[src/rtl/count_driver_pkg.sv]
// Shared types and constants for the count_driver stimulus sequencer.
package count_driver_pkg;

  typedef enum logic [2:0] {
    IDLE  = 3'd0,
    CLEAR = 3'd1,
    PH0   = 3'd2,
    PH1   = 3'd3,
    FIN   = 3'd4
  } state_e;

  localparam int unsigned SLT_DIV  = 4;
  localparam int unsigned SUB_W    = $clog2(SLT_DIV);
  localparam int unsigned MIRROR_W = 64;

  localparam logic [SUB_W-1:0] SUB_LAST = SUB_W'(SLT_DIV - 1);

  // Registered output bundle; ph marks the states where En may be asserted.
  typedef struct packed {
    logic clr;
    logic ph;
    logic slt;
    logic busy;
    logic done;
  } drv_out_t;

  function automatic drv_out_t state_outputs(input state_e s);
    drv_out_t o;
    o = '0;
    case (s)
      CLEAR: begin
        o.clr  = 1'b1;
        o.busy = 1'b1;
      end
      PH0: begin
        o.ph   = 1'b1;
        o.busy = 1'b1;
      end
      PH1: begin
        o.ph   = 1'b1;
        o.slt  = 1'b1;
        o.busy = 1'b1;
      end
      FIN:     o.done = 1'b1;
      default: o = '0;
    endcase
    return o;
  endfunction

endpackage

[src/rtl/count_driver_if.sv]
// Sequencer control/stimulus bundle between the requester and count_driver.
interface count_driver_if
  import count_driver_pkg::*;
#(
  parameter int unsigned WIDTH = 16
);

  logic                Start;
  logic [WIDTH-1:0]    Target0;
  logic [WIDTH-1:0]    Target1;
  logic                Pause;
  logic                ClrOut;
  logic                En;
  logic                Slt;
  logic                Busy;
  logic                Done;
  logic [MIRROR_W-1:0] Mirror0;
  logic [MIRROR_W-1:0] Mirror1;

  modport master (
    output Start, Target0, Target1, Pause,
    input  ClrOut, En, Slt, Busy, Done, Mirror0, Mirror1
  );

  modport slave (
    input  Start, Target0, Target1, Pause,
    output ClrOut, En, Slt, Busy, Done, Mirror0, Mirror1
  );

endinterface

[src/rtl/count_driver_mirror.sv]
// Shadow model of the two-channel event counter fed by count_driver's stimulus.
module count_driver_mirror
  import count_driver_pkg::*;
(
  input  logic                clk_i,
  input  logic                rst_i,
  input  logic                clr_i,
  input  logic                inc0_i,
  input  logic                step1_i,
  output logic [MIRROR_W-1:0] mirror0_o,
  output logic [MIRROR_W-1:0] mirror1_o
);

  logic [SUB_W-1:0]    sub_q;
  logic [MIRROR_W-1:0] m0_q;
  logic [MIRROR_W-1:0] m1_q;

  // Channel 1 advances once per SLT_DIV select-1 enables, like the real counter.
  always_ff @(posedge clk_i or posedge rst_i) begin
    if (rst_i) begin
      sub_q <= '0;
      m0_q  <= '0;
      m1_q  <= '0;
    end else if (clr_i) begin
      sub_q <= '0;
      m0_q  <= '0;
      m1_q  <= '0;
    end else begin
      if (inc0_i) begin
        m0_q <= m0_q + MIRROR_W'(1);
      end
      if (step1_i) begin
        sub_q <= sub_q + SUB_W'(1);
        if (sub_q == SUB_LAST) begin
          m1_q <= m1_q + MIRROR_W'(1);
        end
      end
    end
  end

  assign mirror0_o = m0_q;
  assign mirror1_o = m1_q;

endmodule

[src/rtl/count_driver.sv]
// Clears the event counter, then issues enough En/Slt cycles to reach Target0/Target1.
// Optional counter shadow registers are built when COUNT_DRIVER_MIRROR_EN is defined.
module count_driver
  import count_driver_pkg::*;
#(
  parameter int unsigned WIDTH = 16
)
(
  input  logic          Clk,
  input  logic          Reset,
  count_driver_if.slave bus
);

  localparam logic [WIDTH-1:0] ONE = WIDTH'(1);

  state_e           state_q, state_d;
  logic [WIDTH-1:0] rem0_q, rem0_d;
  logic [WIDTH-1:0] rem1_q, rem1_d;
  logic [SUB_W-1:0] sub_q, sub_d;
  drv_out_t         out_q;
  logic             en_c;

  // En is the only output allowed to follow Pause within the cycle.
  assign en_c = out_q.ph & ~bus.Pause;

  // Next-state and remaining-count update.
  always_comb begin
    state_d = state_q;
    rem0_d  = rem0_q;
    rem1_d  = rem1_q;
    sub_d   = sub_q;
    case (state_q)
      IDLE: begin
        if (bus.Start) begin
          state_d = CLEAR;
          rem0_d  = bus.Target0;
          rem1_d  = bus.Target1;
          sub_d   = '0;
        end
      end
      CLEAR: begin
        if (rem0_q != '0) begin
          state_d = PH0;
        end else if (rem1_q != '0) begin
          state_d = PH1;
        end else begin
          state_d = FIN;
        end
      end
      PH0: begin
        if (en_c) begin
          rem0_d = rem0_q - ONE;
          if (rem0_q == ONE) begin
            state_d = (rem1_q != '0) ? PH1 : FIN;
          end
        end
      end
      PH1: begin
        if (en_c) begin
          sub_d = sub_q + SUB_W'(1);
          if (sub_q == SUB_LAST) begin
            rem1_d = rem1_q - ONE;
            if (rem1_q == ONE) begin
              state_d = FIN;
            end
          end
        end
      end
      FIN:     state_d = IDLE;
      default: state_d = IDLE;
    endcase
  end

  // Outputs are registered alongside the state they decode.
  always_ff @(posedge Clk or posedge Reset) begin
    if (Reset) begin
      state_q <= IDLE;
      rem0_q  <= '0;
      rem1_q  <= '0;
      sub_q   <= '0;
      out_q   <= '0;
    end else begin
      state_q <= state_d;
      rem0_q  <= rem0_d;
      rem1_q  <= rem1_d;
      sub_q   <= sub_d;
      out_q   <= state_outputs(state_d);
    end
  end

  assign bus.ClrOut = out_q.clr;
  assign bus.En     = en_c;
  assign bus.Slt    = out_q.slt;
  assign bus.Busy   = out_q.busy;
  assign bus.Done   = out_q.done;

`ifdef COUNT_DRIVER_MIRROR_EN
  logic [MIRROR_W-1:0] mirror0;
  logic [MIRROR_W-1:0] mirror1;

  count_driver_mirror u_mirror (
    .clk_i     (Clk),
    .rst_i     (Reset),
    .clr_i     (out_q.clr),
    .inc0_i    (en_c & ~out_q.slt),
    .step1_i   (en_c & out_q.slt),
    .mirror0_o (mirror0),
    .mirror1_o (mirror1)
  );

  assign bus.Mirror0 = mirror0;
  assign bus.Mirror1 = mirror1;
`else
  assign bus.Mirror0 = '0;
  assign bus.Mirror1 = '0;
`endif

endmodule
[src/flat_wrapper.sv]
// flat-port wrapper written by rule: the top's interface ports become plain ports
module count_driver_flat import count_driver_pkg::*;
#(
  parameter int unsigned WIDTH = 16
)
  (Clk, Reset, bus_Start, bus_Target0, bus_Target1, bus_Pause, bus_ClrOut, bus_En, bus_Slt, bus_Busy, bus_Done, bus_Mirror0, bus_Mirror1);
  count_driver_if #(.WIDTH(WIDTH)) bus_i ();
  input  logic Clk;
  input  logic Reset;
  input wire logic [$bits(bus_i.Start)-1:0] bus_Start;
  input wire logic [$bits(bus_i.Target0)-1:0] bus_Target0;
  input wire logic [$bits(bus_i.Target1)-1:0] bus_Target1;
  input wire logic [$bits(bus_i.Pause)-1:0] bus_Pause;
  output wire logic [$bits(bus_i.ClrOut)-1:0] bus_ClrOut;
  output wire logic [$bits(bus_i.En)-1:0] bus_En;
  output wire logic [$bits(bus_i.Slt)-1:0] bus_Slt;
  output wire logic [$bits(bus_i.Busy)-1:0] bus_Busy;
  output wire logic [$bits(bus_i.Done)-1:0] bus_Done;
  output wire logic [$bits(bus_i.Mirror0)-1:0] bus_Mirror0;
  output wire logic [$bits(bus_i.Mirror1)-1:0] bus_Mirror1;
  assign bus_i.Start = bus_Start;
  assign bus_i.Target0 = bus_Target0;
  assign bus_i.Target1 = bus_Target1;
  assign bus_i.Pause = bus_Pause;
  assign bus_ClrOut = bus_i.ClrOut;
  assign bus_En = bus_i.En;
  assign bus_Slt = bus_i.Slt;
  assign bus_Busy = bus_i.Busy;
  assign bus_Done = bus_i.Done;
  assign bus_Mirror0 = bus_i.Mirror0;
  assign bus_Mirror1 = bus_i.Mirror1;
  count_driver #(.WIDTH(WIDTH)) u_core (.Clk(Clk), .Reset(Reset), .bus(bus_i));
endmodule
[config.mk]
export PLATFORM = sky130hd
export DESIGN_NAME = count_driver_flat
export DESIGN_NICKNAME = d
export VERILOG_FILES = /design/src/rtl/count_driver_pkg.sv /design/src/rtl/count_driver_if.sv /design/src/rtl/count_driver_mirror.sv /design/src/rtl/count_driver.sv /design/src/flat_wrapper.sv
export SDC_FILE = /design/constraint.sdc
export NUM_CORES = 1
export LEC_CHECK = 0
export ABC_AREA = 1
export CORE_UTILIZATION = 33
export CTS_CLUSTER_DIAMETER = 30
export CTS_CLUSTER_SIZE = 14
export DETAILED_ROUTE_END_ITERATION = 7
export MAX_ROUTING_LAYER = met4
export PLACE_DENSITY = 0.74
export SLEW_MARGIN = 20
export SYNTH_ARGS = -nofsm -noshare
export SYNTH_HDL_FRONTEND = slang
export SYNTH_HIERARCHICAL = 1
export SYNTH_SLANG_ARGS = --single-unit
[constraint.sdc]
create_clock -name Clk -period 1.5 [get_ports Clk]
set_input_delay 0.225 -clock Clk [delete_from_list [all_inputs] [get_ports Clk]]
set_output_delay 0.225 -clock Clk [all_outputs]
set_load 0.03 [all_outputs]
==> results of run 1 <==
[worst max-delay path, cell delays in order, from the launching register on]
cell and delay (ps):
dfrtp_1 430, nor2_2 190, nand2_1 120, nor2_2 150, nand2_2 80, o21ai_2 190
nand3_2 120, nand2_1 70, inv_1 40
[power by group]
group          internal [mW]  switching (mW)
clock                  0.822           0.437
combinational           1.79            2.91
sequential              1.68           0.638
[how the worst min path moves through the flow]
stage	slack (ps)	endpoint
5_1_grt	380	u_core/rem1_q[0]
3_5_place_dp	500	u_core/rem1_q[14]
4_1_cts	320	u_core/rem0_q[2]
6_report	310	u_core/rem0_q[1]
2_1_floorplan	380	u_core/rem0_q[2]
3_3_place_gp	490	u_core/sub_q[1]
[per-stage QoR]
stage          cells  setup WS (ps)  utilization (%)  total power, mW  TNS [ps]
2_1_floorplan    669          107.6                -            5.448         0
3_3_place_gp     750         -167.7            36.50            6.224     -3354
3_5_place_dp     750         -174.2            36.50            6.295     -3228
4_1_cts          757          6.982            38.07            7.584         0
5_1_grt          765         -91.50            40.75            8.887    -301.0
6_report         765         -2.226            40.75            8.278    -2.226
[logic make-up after synthesis]
kind of cell | count (synthesis) | synth area share [%]
DFF | 42 | 26.79
and+or+nand+nor | 213 | 24.34
buffers and inverters | 190 | 32.34
other | 1 | 0.09560
xor gates and xnor gates | 8 | 1.786
adders and majority gates | 7 | 2.233
AOI/OAI and AO/OA | 81 | 12.41
[cell usage in the layout, fill, tap and decap left out, types with 3 or more instances in the layout]
cell / netlist / final
conb_1: 1 / 128
nand3_4: 2 / 3
o21ai_1: 15 / 18
nand3_2: 2 / 7
o21ai_0: 27 / 24
a21oi_1: 13 / 12
buf_4: 131 / 43
dfrtp_2: 0 / 7
nor2_2: 11 / 24
nand4_1: 4 / 4
inv_1: 43 / 36
nor3_1: 4 / 4
dlygate4sd2_1: 0 / 4
ha_2: 0 / 3
buf_6: 7 / 3
dfrtp_1: 42 / 35
xnor2_1: 3 / 3
o211ai_1: 7 / 7
nand2_1: 95 / 88
nor2_1: 63 / 38
clkbuf_16: 0 / 5
ha_4: 0 / 3
nand3_1: 23 / 17
o21ai_2: 3 / 3
o22ai_1: 5 / 5
inv_2: 4 / 9
clkdlybuf4s50_1: 0 / 35
inv_4: 2 / 3
nand2_2: 4 / 9
xor2_1: 5 / 5
nor2_4: 4 / 16
[routing by layer]
metal / up-vias / share of wire (%) / wire length [um] / global-route usage, %
li1: 1626 / - / - / -
met1: 1496 / 42 / 3536 / 15.38
met2: 152 / 50 / 4179 / 22.14
met3: 10 / 6.7 / 560 / 1.914
met4: 0 / 0.93 / 78 / 3.514
met5: - / 0 / 0 / -
[final cells by class]
| class | instances | area [sq um] |
|---|---|---|
| Tap cell | 143 | 178.9 |
| Sequential cell | 42 | 1060 |
| Clock buffer | 6 | 138.9 |
| Fill cell | 1107 | 6823 |
| Multi-Input combinational cell | 437 | 2316 |
| Timing Repair Buffer | 86 | 762.0 |
| Inverter | 50 | 207.7 |
| Clock inverter | 1 | 30.03 |
[state kept, by name, summed over array words and instances, names as in the netlist]
signal,count
u_core/out_q,1
u_core/bus.ClrOut,1
u_core/rem0_q,16
u_core/bus.Slt,1
u_core/bus.Done,1
u_core/state_q,3
u_core/rem1_q,16
u_core/bus.Busy,1
u_core/sub_q,2
[repair_timing]
action | in CTS | in global routing
pin swaps | 0 | 20
gates resized for setup | 12 | 80
buffers inserted | 0 | 8
setup endpoints to repair | 14 | 34
==> impl_metrics.ini, run 1 <==
[cells_and_area]
drive_above_1_share_pct = 23.95
n_antenna_cell = 0
final_area_sq_um = 4693
nets = 665
area_growth_pct = 19.65

[cts]
insertion_delay_ps = 280
cts_tree = built
cts_sinks = 42
cts_hold_buf = 0
htree_levels = 2
clk_path_buf_depth = 2
cts_root_buffer = clkbuf_16
cts.clk_slew.worst_paths_ps = 60
numCtsBuffers = 5

[grt]
grt_overflow = 0
grt_max_degree = 43
grt_antenna_before_repair = 0
grt_pass1_vias = 2738
grtUsageTotal_pct = 12.75
grt_pass1_wl_um = 12560

[sta]
rsz0062_at_grt = yes
hold_slack_ps = 307.5
min_period_ps = 1502
worst_slack_ps = -2.226
fmax_mhz = 665.7
clock_skew_ps = 5.073
setup_viol = 1
hold_viol = 0
fin_crit_sh_pct = 100.1
finalMaxSlewViolations = 0

[logic_synthesis]
ys_seq_area_share_pct = 26.79
synth_ff_type = dfrtp_1
synth-seq-cells = 42
netlist_instances = 542
synth_edf_count = 0
yosysMostFrequentCell = buf_4
synth_cell_types = 39
syn_area_per_cell_sq_um = 7.237
synth_top_cells_by_count = buf_4, nand2_1, nor2_1
synth.top_cell.area_share_pct = 26.79
yosysWarnings = 6
async_reset_ff_share_pct = 100.0
netlist_area_sq_um = 3923
synth_area_leaders = dfrtp_1, buf_4, nand2_1, nor2_1, inv_1
synth_top_cell_by_area = dfrtp_1

[route]
ant_nets = 0
drt_iter0_markers = 288
drtPass1Iterations = 7
drc = 22
vias = 3284
wl_um = 8354
viasPerCell = 4.293
wl_per_cell_um = 10.92

[floorplan]
initial_core_util_pct = 34.06
core_sq_um = 11520
die_x_um = 111.0
die_h_um = 111.0
dieArea_sq_um = 12330
io-pin-count = 169
num_rows = 39

[placed_design]
gp_congestion = 0.8393
portBuffers = 40
place_area_sq_um = 4203
hpwl_um = 5893

[power]
peakVddDrop_mv = 0.5659
p_leak_nw = 2.261
pwr_density_cell_nw_per_um2 = 1764

[worst_setup_path]
worstSetupEndpoint = u_core/bus.Slt
critPathArrivalTime_ps = 1680
crit_path_end_kind = flip-flop
startpoint_type = flip-flop
r2r-end = u_core/bus.Slt
critical_path_class = reg -> reg
cp_max_fo = 3
reg2reg_from = u_core/rem0_q[4]
cp.required_ps = 1680
r2r_slack_ps = -2
crit_start = u_core/rem0_q[4]
r2r_cells = 8

[min_path]
min-delay-path-class = in -> async

[outcome]
violations = design-rule violations, negative setup slack
status = finished with violations

[flow_run]
maxCapViolCount = 0
No activity file was read; power rests on OpenSTA's default activity.
==> inputs of run 2 (changes only) <==
--- a/config.mk
+++ b/config.mk
@@ -7,6 +7,7 @@
 export LEC_CHECK = 0
 export ABC_AREA = 1
 export CORE_UTILIZATION = 33
+export CTS_BUF_LIST = sky130_fd_sc_hd__clkbuf_8
 export CTS_CLUSTER_DIAMETER = 30
 export CTS_CLUSTER_SIZE = 14
 export DETAILED_ROUTE_END_ITERATION = 7
==> run 2 against run 1 <==
Die area stayed put. Combinational power is 1% higher. Register-to-register slack hardly changed. The flow finishes with violations (design-rule violations). Cell area is 0.19% lower. Critical path depth stayed put. Power is 3.0% lower. Worst hold slack worse by 16 ps. Via count is 0.61% higher.
==> impl_metrics.ini, run 2 (synthesis gave the netlist of run 1 again) <==
[outcome]
status = finished with violations
violations = design-rule violations

[sta]
finalMaxSlewViolations = 0
hold_viol = 0
min_period_ps = 1490
fmax_mhz = 671.1
hold_slack_ps = 291.3
setup_viol = 0
fin_crit_sh_pct = 99.35
rsz0062_at_grt = yes
clock_skew_ps = 4.000
worst_slack_ps = 9.807

[worst_setup_path]
cp_max_fo = 6
startpoint_type = flip-flop
critical_path_class = reg -> reg
crit_path_end_kind = flip-flop
critPathArrivalTime_ps = 1690
cp.required_ps = 1700

[grt]
grt_pass1_wl_um = 12500
grt_pass1_vias = 2755
grt_antenna_before_repair = 0
grt_overflow = 0
grt_max_degree = 43
grtUsageTotal_pct = 12.63

[floorplan]
initial_core_util_pct = 34.06
dieArea_sq_um = 12330
die_x_um = 111.0
num_rows = 39
core_sq_um = 11520
io-pin-count = 169
die_h_um = 111.0

[power]
combPwrFrac_pct = 59.3
clock_power_share_pct = 11.6
net-switching-power_mw = 3.977
seq_power_share_pct = 29.0
p_leak_nw = 2.245
p_sw_share_pct = 49.55
p_int_mw = 4.050
finalPower_mw = 8.027
pwr_density_cell_nw_per_um2 = 1714
peakVddDrop_mv = 0.4424

[placed_design]
portBuffers = 40
hpwl_um = 5893
place_area_sq_um = 4203
dpl_worst_slack_ps = -174.2
gp_congestion = 0.8393

[route]
wl_per_cell_um = 10.86
viasPerCell = 4.308
drc = 22
drtPass1Iterations = 7
ant_nets = 0
drt_iter0_markers = 248
wl_um = 8331
vias = 3304

[cts]
cts.clk_slew.worst_paths_ps = 80
cts_root_buffer = clkbuf_8
insertion_delay_ps = 300
cts_sinks = 42
numCtsBuffers = 5
clk_path_buf_depth = 2
htree_levels = 2
cts_tree = built

[cells_and_area]
nFillCells = 1113
largest_registers = u_core/rem0_q x16, u_core/rem1_q x16, u_core/state_q x3
layout_common_cells = conb_1, nand2_1, buf_4
final_util_pct = 40.68
nets = 667
drive_above_1_share_pct = 23.88
final_common_cell = conb_1
final_area_sq_um = 4684
n_antenna_cell = 0
area_growth_pct = 19.43

[min_path]
min-delay-path-class = in -> async

[flow_run]
maxCapViolCount = 0
[run 2: cell count changes in the layout (fill, tap and decap cells not counted), sizes merged]
cell and change:
clkinv +1, buf +1
[run 2: worst max-delay path: stages, from the launching register on]
cell and delay [ps]:
dfrtp_2 450, nor2_2 180, nand2_1 130, nor2_4 120, nand2_4 100, o21ai_2 200
nand3_2 100, nand2_1 70, inv_1 40
[run 2: per-stage QoR]
step | TNS (ps) | std cells
4_1_cts | 0 | 757
5_1_grt | -550.7 | 767
3_3_place_gp | -3354 | 750
6_report | 0 | 767
2_1_floorplan | 0 | 669
3_5_place_dp | -3228 | 750
[run 2: layer usage]
metal	track usage, %	up-vias	share of wire (%)	wire [um]
met2	21.93	153	49	4110
met3	1.750	15	7.2	596
li1	-	1634	-	-
met1	15.24	1502	41	3433
met5	-	-	0	0
met4	3.694	0	2.3	191
[run 2: power groups by stage]
stage	Clock (mW)	Sequential (mW)	Combinational (mW)
6_report	0.933	2.33	4.76
5_1_grt	0.993	2.39	5.26
4_1_cts	0.946	2.18	4.12
3_5_place_dp	0	2.18	4.11
3_3_place_gp	0	2.18	4.04
2_1_floorplan	0	2.14	3.31
[run 2: path summary, 6_finish.rpt]
path                                   start                end  slack (ps)  depth (start not counted)
setup / recovery            u_core/rem1_q[3]     u_core/bus.Slt          10                          8
hold / removal                         Reset   u_core/rem0_q[2]         290                          3
setup reg to reg            u_core/rem1_q[3]     u_core/bus.Slt          10                          8
hold reg to reg            u_core/rem1_q[14]  u_core/rem1_q[14]         510                          2
max in group asynchronous              Reset   u_core/rem1_q[3]         990                          3
min in group Clk           u_core/rem1_q[14]  u_core/rem1_q[14]         510                          2
[run 2: timing repair]
item | 4_1_cts | 5_1_grt
hold buffers | 0 | 0
cloned | 0 | 1
endpoints found under the setup margin | 14 | 35
endpoints found under the hold margin | 0 | 0
buffers inserted | 0 | 9
pin swaps | 0 | 22
gates resized for setup | 12 | 88
[run 2: layout make-up]
class,instances,area [sq um],area share (%)
Timing Repair inverter,1,8.758,0.1870
Timing Repair Buffer,87,769.5,16.43
Tap cell,143,178.9,3.819
Inverter,50,210.2,4.487
Clock inverter,1,30.03,0.6410
Clock buffer,6,82.58,1.763
Sequential cell,42,1061,22.65
Multi-Input combinational cell,437,2344,50.03
==> inputs of run 3 (changes only) <==
==> constraint.sdc (replaced) <==
create_clock -name Clk -period 1.55 [get_ports Clk]
set_input_delay 0.2325 -clock Clk [delete_from_list [all_inputs] [get_ports Clk]]
set_output_delay 0.2325 -clock Clk [all_outputs]
set_load 0.03 [all_outputs]
==> run 3 against run 2 <==
The flow still finishes with violations (design-rule violations). Register-to-register slack better by 30 ps. Largest power group unchanged. Clock-buffer cell count up 2. Sequential share of layout area up 1.6 points. Cell count fell by 2.0%. Critical path depth is the same. Global-route usage is 0.38 points higher. Worst setup slack better by 31 ps.
==> impl_metrics.ini, run 3 (synthesis gave the netlist of run 1 again) <==
[power]
peakVddDrop_mv = 0.4937
pwr_density_cell_nw_per_um2 = 1620
p_leak_nw = 2.153

[sta]
finalMaxSlewViolations = 0
rsz0062_at_grt = yes
worst_slack_ps = 40.61
fin_crit_sh_pct = 97.38
setup_viol = 0
hold_viol = 0
min_period_ps = 1509
fmax_mhz = 662.5
clock_skew_ps = 5.837
finalSetupTns_ps = 0

[flow_run]
maxCapViolCount = 0

[cts]
cts_root_buffer = clkbuf_8
cts_hold_buf = 0
htree_levels = 2
insertion_delay_ps = 310
cts.clk_slew.worst_paths_ps = 90
cts_tree = built
numCtsBuffers = 5
clk_path_buf_depth = 2
cts_sinks = 42

[placed_design]
place_area_sq_um = 4150
gp_congestion = 0.8615
hpwl_um = 5917
portBuffers = 40
dpl_worst_slack_ps = -101.7

[floorplan]
core_sq_um = 11520
dieArea_sq_um = 12330
die_h_um = 111.0
initial_core_util_pct = 34.06
num_rows = 39
die_x_um = 111.0
io-pin-count = 169

[route]
drtPass1Iterations = 8
wl_per_cell_um = 10.64
viasPerCell = 4.254
wl_um = 8001
drc = 22
vias = 3199
drt_iter0_markers = 227
ant_nets = 0

[cells_and_area]
final_area_sq_um = 4342
area_growth_pct = 10.69
drive_above_1_share_pct = 16.42
nFillCells = 1160
nets = 651
n_antenna_cell = 0
largest_registers = u_core/rem0_q x16, u_core/rem1_q x16, u_core/state_q x3
final_common_cell = conb_1
layout_common_cells = conb_1, nand2_1, nor2_1

[worst_setup_path]
cp_slowest_stage_delay_ps = 430
critical_path_class = reg -> reg
crit_path_end_kind = flip-flop
worstPathCellList = nor2_1 > nand2_2 > nor2_2 > nand2_4 > o21ai_2 > nand3_1 > nand2_1 > inv_1
startpoint_type = flip-flop
critPathArrivalTime_ps = 1710
cp.required_ps = 1750
slowest_stage = dfrtp_1
cp_max_fo = 6

[min_path]
min-delay-path-class = in -> async

[grt]
grt_pass1_vias = 2766
grt_pass1_wl_um = 12700
grtUsageTotal_pct = 13.00
grt_antenna_before_repair = 0
grt_max_degree = 43
grt_overflow = 0

[outcome]
status = finished with violations
violations = design-rule violations
run 3: cell type report:
class / instances / area (sq um) / share of cell area, %
tap: 143 / 178.9 / 4.121
multi-input combinational: 437 / 2152 / 49.57
sequential: 42 / 1051 / 24.21
clock buffer: 8 / 110.1 / 2.536
timing repair buffer: 72 / 649.4 / 14.96
inverter: 50 / 200.2 / 4.611
run 3: critical path, delay by kind of cell (launching register included):
family                 cells  cell delay [ps]
AND/OR/NAND/NOR            6              790
flip-flops                 1              430
AO/OA/AOI/OAI              1              150
buffers and inverters      1               40
run 3: stage by stage:
stage          util [%]  total power [mW]  hold slack, ps  cells
2_1_floorplan         -             5.272           388.6    669
3_3_place_gp      36.04             5.941           490.2    743
3_5_place_dp      36.04             6.009           507.7    743
4_1_cts           37.03             6.893           291.5    751
5_1_grt           37.70             7.636           346.1    752
6_report          37.70             7.033           280.6    752
run 3: metal layers:
metal | routed length [um] | vias to the layer above | GRT usage (%)
met1 | 3438 | 1441 | 15.75
li1 | - | 1605 | -
met2 | 3891 | 145 | 22.01
met4 | 119 | 0 | 4.775
met5 | 0 | - | -
met3 | 551 | 8 | 1.859
run 3: worst paths after layout:
path | from | endpoint | slack [ps] | cells past startpoint
max | u_core/rem1_q[5] | u_core/bus.Slt | 40 | 8
min in group Clk | bus_Target0[2] | u_core/rem0_q[2] | 510 | 3
max reg2reg | u_core/rem1_q[5] | u_core/bus.Slt | 40 | 8
min reg2reg | u_core/rem1_q[14] | u_core/rem1_q[14] | 520 | 2
min | Reset | u_core/bus.Done | 280 | 3
max in group asynchronous | Reset | u_core/state_q[1] | 1050 | 3
run 3: timing repair:
item	4_1_cts	5_1_grt
hold endpoints to repair	0	0
setup endpoints to repair	5	26
gates resized for setup	6	31
pin swaps	0	8
setup buffers	0	1
run 3: report_power, final:
group | leakage [nW] | internal (mW) | switching (mW) | total (mW)
combinational | 1.59 | 1.45 | 2.60 | 4.04
clock | 0.0575 | 0.450 | 0.406 | 0.857
sequential | 0.510 | 1.61 | 0.525 | 2.13
total | 2.15 | 3.50 | 3.53 | 7.03
